--- src/rtl/ifu_pkg.sv ---
// Shared types and constants for the prefetching instruction-fetch unit.
package ifu_pkg;

  typedef enum logic [1:0] {
    REQ  = 2'd0,
    WAIT = 2'd1,
    DROP = 2'd2
  } ifu_state_t;

  localparam logic [31:0] DEFAULT_RESET_PC = 32'h8000_0000;
  localparam logic [31:0] NOP              = 32'h0000_0013;

endpackage

--- src/rtl/ifu_fifo.sv ---
// Synchronous prefetch queue; flush empties it and wins over a same-cycle push or pop.
module ifu_fifo #(
  parameter int WIDTH = 64,
  parameter int DEPTH = 4
) (
  input  logic                    clk,
  input  logic                    rst,
  input  logic                    push,
  input  logic [WIDTH-1:0]        push_data,
  input  logic                    pop,
  input  logic                    flush,
  output logic [WIDTH-1:0]        head_data,
  output logic [$clog2(DEPTH):0]  count,
  output logic                    full,
  output logic                    empty
);

  localparam int AW = $clog2(DEPTH);

  logic [WIDTH-1:0] r_mem [DEPTH];
  logic [AW-1:0]    r_wrPtr;
  logic [AW-1:0]    r_rdPtr;
  logic [AW:0]      r_count;
  logic             w_push;
  logic             w_pop;

  assign empty     = (r_count == '0);
  assign full      = (r_count == (AW+1)'(DEPTH));
  assign count     = r_count;
  assign w_push    = push & ~full & ~flush;
  assign w_pop     = pop & ~empty & ~flush;
  // Head reads as zero while empty so the consumer never sees stale words.
  assign head_data = empty ? '0 : r_mem[r_rdPtr];

  always_ff @(posedge clk) begin
    if (w_push) begin
      r_mem[r_wrPtr] <= push_data;
    end
  end

  always_ff @(posedge clk or posedge rst) begin
    if (rst) begin
      r_wrPtr <= '0;
      r_rdPtr <= '0;
      r_count <= '0;
    end else if (flush) begin
      r_wrPtr <= '0;
      r_rdPtr <= '0;
      r_count <= '0;
    end else begin
      if (w_push) begin
        r_wrPtr <= r_wrPtr + 1'b1;
      end
      if (w_pop) begin
        r_rdPtr <= r_rdPtr + 1'b1;
      end
      case ({w_push, w_pop})
        2'b10:   r_count <= r_count + 1'b1;
        2'b01:   r_count <= r_count - 1'b1;
        default: r_count <= r_count;
      endcase
    end
  end

endmodule

--- src/rtl/ifu_prefetch.sv ---
// Instruction-fetch unit: one outstanding in-order request, prefetch queue ahead of decode,
// redirect flushes the queue and discards any response still in flight.
module ifu_prefetch
  import ifu_pkg::*;
#(
  parameter int              XLEN     = 32,
  parameter logic [XLEN-1:0] RESET_PC = XLEN'(DEFAULT_RESET_PC),
  parameter int              DEPTH    = 4
) (
  input  logic            clk,
  input  logic            rst,
  input  logic            redirect_valid,
  input  logic [XLEN-1:0] redirect_pc,
  output logic            mem_req_valid,
  input  logic            mem_req_ready,
  output logic [XLEN-1:0] mem_req_addr,
  input  logic            mem_resp_valid,
  input  logic [XLEN-1:0] mem_resp_data,
  output logic            inst_valid,
  input  logic            inst_ready,
  output logic [XLEN-1:0] inst,
  output logic [XLEN-1:0] inst_pc
);

  localparam int CW = $clog2(DEPTH) + 1;

  ifu_state_t        r_state;
  logic [XLEN-1:0]   r_fetchPc;
  logic [XLEN-1:0]   r_reqPc;
  logic [2*XLEN-1:0] w_head;
  logic [CW-1:0]     w_count;
  logic              w_full;
  logic              w_empty;
  logic              w_inFlight;
  logic              w_credit;
  logic              w_accept;
  logic              w_push;
  logic              w_unused;

  assign w_unused   = ^redirect_pc[1:0];

  // An outstanding request already owns one queue slot, so it needs one spare beyond it.
  assign w_inFlight = (r_state != REQ);
  assign w_credit   = w_inFlight ? (w_count < CW'(DEPTH - 1)) : ~w_full;

  assign mem_req_valid = ~rst & (r_state == REQ) & w_credit & ~redirect_valid;
  assign mem_req_addr  = r_fetchPc;
  assign w_accept      = mem_req_valid & mem_req_ready;
  assign w_push        = (r_state == WAIT) & mem_resp_valid & ~redirect_valid;

  assign inst_valid = ~w_empty;
  assign inst_pc    = w_head[2*XLEN-1:XLEN];
  assign inst       = w_head[XLEN-1:0];

  always_ff @(posedge clk or posedge rst) begin
    if (rst) begin
      r_state   <= REQ;
      r_fetchPc <= RESET_PC;
      r_reqPc   <= '0;
    end else if (redirect_valid) begin
      r_fetchPc <= {redirect_pc[XLEN-1:2], 2'b00};
      if (r_state != REQ) begin
        r_state <= mem_resp_valid ? REQ : DROP;
      end
    end else begin
      unique case (r_state)
        REQ: begin
          if (w_accept) begin
            r_state   <= WAIT;
            r_fetchPc <= r_fetchPc + XLEN'(4);
            r_reqPc   <= r_fetchPc;
          end
        end
        WAIT: begin
          if (mem_resp_valid) begin
            r_state <= REQ;
          end
        end
        DROP: begin
          if (mem_resp_valid) begin
            r_state <= REQ;
          end
        end
        default: r_state <= REQ;
      endcase
    end
  end

  ifu_fifo #(
    .WIDTH (2 * XLEN),
    .DEPTH (DEPTH)
  ) u_fifo (
    .clk       (clk),
    .rst       (rst),
    .push      (w_push),
    .push_data ({r_reqPc, mem_resp_data}),
    .pop       (inst_ready),
    .flush     (redirect_valid),
    .head_data (w_head),
    .count     (w_count),
    .full      (w_full),
    .empty     (w_empty)
  );

endmodule

--- config.mk ---
export PLATFORM = sky130hd
export DESIGN_NAME = ifu_prefetch
export DESIGN_NICKNAME = d
export VERILOG_FILES = /design/src/rtl/ifu_pkg.sv /design/src/rtl/ifu_fifo.sv /design/src/rtl/ifu_prefetch.sv
export SDC_FILE = /design/constraint.sdc
export NUM_CORES = 1
export LEC_CHECK = 0
export ABC_AREA = 1
export BUFFER_PORTS_ARGS = -buffer_cell sky130_fd_sc_hd__buf_2
export CAP_MARGIN = 5
export CORE_MARGIN = 5
export CORE_UTILIZATION = 63
export CTS_BUF_LIST = sky130_fd_sc_hd__clkbuf_8
export DETAILED_ROUTE_END_ITERATION = 10
export GPL_ROUTABILITY_DRIVEN = 0
export GPL_TIMING_DRIVEN = 0
export HOLD_SLACK_MARGIN = 0.03
export PLACE_DENSITY = 0.95
export SETUP_SLACK_MARGIN = 0.3
export SLEW_MARGIN = 40
export SYNTH_ARGS = -nofsm -noshare
export SYNTH_HDL_FRONTEND = slang
export SYNTH_HIERARCHICAL = 1
export SYNTH_SLANG_ARGS = --single-unit
--- constraint.sdc ---
create_clock -name clk -period 6.7 [get_ports clk]
set_clock_uncertainty 0.1 [all_clocks]
set_input_delay 0.335 -clock clk [delete_from_list [all_inputs] [get_ports clk]]
set_output_delay 0.335 -clock clk [all_outputs]
set_load 0.05 [all_outputs]
==> impl_metrics.json <==
{
  "async_flop_share": 0.2123,
  "drv_cap": 0,
  "gr-total-overflow": 0,
  "dieArea_um2": 25100,
  "post_drt_wl_per_cell_um": 20.55,
  "layout-drive-gt1-share": 0.1993,
  "slew_headroom": 0.5711,
  "core_area_um2": 21760,
  "slew_violations": 0,
  "port-buffer-count": 163,
  "grt_antenna_before_repair": 0,
  "grt_start_max_net_pins": 47,
  "fin_area_um2": 17010,
  "worstHoldPathType": "input pin to flip-flop",
  "synth_cell_types": 38,
  "cts-root-buf": "clkbuf_8",
  "drc_errors": 0,
  "path_class": "flip-flop to output port",
  "die_y_um": 158.4,
  "synth_edf_count": 256,
  "wirelength_mm": 39.68,
  "drtIter0Drc": 1645,
  "rows": 54,
  "rsz0062_at_grt": "false",
  "start_util": 0.6379,
  "cp_cell_sequence": "inv_2, buf_4, clkbuf_1, o21ai_0, a21oi_1, buf_2",
  "cts-htree-levels": 2,
  "fin_crit_ns": 3.047,
  "p_per_area_nw_per_um2": 409.8,
  "whs_ns": 0.08557,
  "clockBufferDepth": 3,
  "cts.sinks": 325,
  "final_hold_viol_count": 0,
  "worstMarginPinSlew_ns": 0.6434,
  "cp_slowest_cell": "dfrtp_1",
  "vias": 11645,
  "grt_usage": 0.3111,
  "critPathMaxFanout": 10,
  "dr.pass1.iters": 8,
  "syn-instance-count": 1309,
  "critical_path_arrival_ns": 2.61,
  "status": "completed",
  "ctsHoldBuffers": 63,
  "syn2layout_area_growth_pct": 22.57,
  "required_ns": 6.26,
  "post_cts_resize_count": 0,
  "grt_pass1_wl_mm": 60.16,
  "pin_count": 168,
  "crit_buf_inv": 4,
  "cts.clk_slew.worst_paths_ns": 0.07,
  "p_leak_nw": 6.975,
  "ir_drop_mv": 0.2578,
  "cp_top_family": "buffers and inverters",
  "cp-start-kind": "flip-flop",
  "viasPerCell": 6.031,
  "dpl_cell_area_um2": 15420,
  "syn_area_per_cell_um2": 10.60,
  "yosys_warnings": 6,
  "fmax_mhz": 328.2,
  "synthFlopType": "edfxtp_1",
  "post-cts-setup-buffer-count": 0,
  "cts_tree": "done",
  "die_x_um": 158.4,
  "synth-seq-cells": 325,
  "final_antenna_net_count": 0,
  "yosysSeqAreaShare": 0.6784,
  "clock_latency_ns": 0.57,
  "fin_setup_tns_ns": 0,
  "post-route-period-util": 0.4548,
  "cp-end-kind": "output port",
  "grt_pass1_vias": 11548,
  "hpwl_mm": 24.18,
  "antenna_cells": 0,
  "cts-buffers-inserted": 49,
  "setup_violations": 0,
  "cp_slowest_stage_delay_ns": 0.46,
  "fin_nets": 1688,
  "syn_area_um2": 13880
}
[state kept, by name, summed over array words and instances (netlist names)]
signal          cells
mem_req_addr       30
r_reqPc            30
r_state             2
u_fifo/count        3
u_fifo/r_mem      256
u_fifo/r_rdPtr      2
u_fifo/r_wrPtr      2
[worst register-to-register path: stages (launching register included)]
cell	delay [ns]
dfrtp_1	0.38
inv_1	0.08
ha_1	0.14
nand2_1	0.04
nor2_1	0.10
nand2_1	0.10
nor2_1	0.19
inv_1	0.22
nor2_4	0.52
buf_16	0.24
buf_8	0.22
[logic make-up (layout without fill, tap and decap cells)]
family,Yosys count,in the layout,synth area share
compound gates,253,253,0.09394
xor+xnor,7,7,0.004418
fa+ha+maj,8,8,0.007753
buf+inv,133,466,0.04445
flops,325,325,0.6784
other cells,1,10,0.0002702
simple gates,582,582,0.1708
[routing by layer]
metal | up-vias | wire length [um] | GRT usage
li1 | 5047 | - | -
met1 | 5479 | 13720 | 0.3909
met2 | 955 | 20010 | 0.5489
met3 | 164 | 4442 | 0.05219
met4 | 0 | 1518 | 0.1113
met5 | - | 0 | 0
[layout by cell type (no fill, tap or decap), types with 19 or more instances in the layout]
master | Yosys | final
o21ai_0 | 164 | 164
nand3_1 | 40 | 40
nand2_1 | 193 | 193
edfxtp_1 | 256 | 256
clkbuf_8 | 0 | 52
buf_2 | 22 | 185
dfrtp_1 | 68 | 68
a21oi_1 | 70 | 70
nor2_1 | 317 | 313
clkbuf_1 | 19 | 19
inv_1 | 61 | 69
dlygate4sd3_1 | 0 | 63
[through the flow]
step	setup slack (ns)	utilization	std cells	power, mW
finish	3.653	0.7819	1931	6.972
global route	3.547	0.7819	1931	7.240
CTS	3.671	0.7819	1931	6.902
detailed placement	3.818	0.7089	1776	5.290
global placement	0.2777	0.6931	1761	5.186
floorplan	2.451	-	1318	4.516
[power breakdown]
part | switching, mW | internal, mW
clock network | 0.781 | 0.809
registers | 0.221 | 2.43
logic | 2.13 | 0.604
total | 3.13 | 3.84
[path summary, 6_finish.rpt]
check | end | cells after the start | startpoint | slack [ns]
setup / recovery | inst_pc[19] | 6 | u_fifo/r_rdPtr[0] | 3.65
hold / removal | mem_req_addr[11] | 5 | redirect_pc[11] | 0.09
setup reg to reg | u_fifo/r_mem[2][18] | 10 | r_state[1] | 4.06
hold reg to reg | r_state[1] | 2 | r_state[1] | 0.39
max in group asynchronous | r_reqPc[2] | 4 | rst | 5.81
min in group asynchronous | mem_req_addr[20] | 3 | rst | 0.19
[final cells by class]
| cell class | count | area [um2] |
|---|---|---|
| buffer | 67 | 369.1 |
| clock buffer | 52 | 715.7 |
| clock inverter | 40 | 241.5 |
| fill | 1149 | 4745 |
| inverter | 66 | 250.2 |
| multi-input combinational | 860 | 3910 |
| sequential | 325 | 9415 |
| tap | 280 | 350.3 |
| timing repair buffer | 241 | 1759 |
[synthesized netlist by cell type, types with 2 or more instances]
| cell type | number | share of area |
|---|---|---|
| nor2_1 | 317 | 0.086 |
| edfxtp_1 | 256 | 0.55 |
| nand2_1 | 193 | 0.052 |
| o21ai_0 | 164 | 0.059 |
| a21oi_1 | 70 | 0.025 |
| dfrtp_1 | 68 | 0.12 |
| inv_1 | 61 | 0.016 |
| nand3_1 | 40 | 0.014 |
| buf_2 | 22 | 0.0079 |
| clkbuf_1 | 19 | 0.0051 |
| buf_4 | 18 | 0.0097 |
| nor2_2 | 9 | 0.0041 |
| ha_1 | 7 | 0.0063 |
| nand2_2 | 7 | 0.0032 |
| xor2_1 | 6 | 0.0038 |
| buf_1 | 5 | 0.0014 |
| inv_2 | 5 | 0.0014 |
| nand4_1 | 5 | 0.0023 |
| o21ai_1 | 5 | 0.0018 |
| o221ai_1 | 4 | 0.0025 |
| buf_6 | 3 | 0.0024 |
| nor2_4 | 3 | 0.0024 |
| nand2_4 | 2 | 0.0016 |
| nor2_8 | 2 | 0.0029 |
| nor3_1 | 2 | 0.00072 |
| o211ai_1 | 2 | 0.0011 |
| o21bai_1 | 2 | 0.0011 |
| o22ai_1 | 2 | 0.00090 |
(Power assumes the default switching activity.)
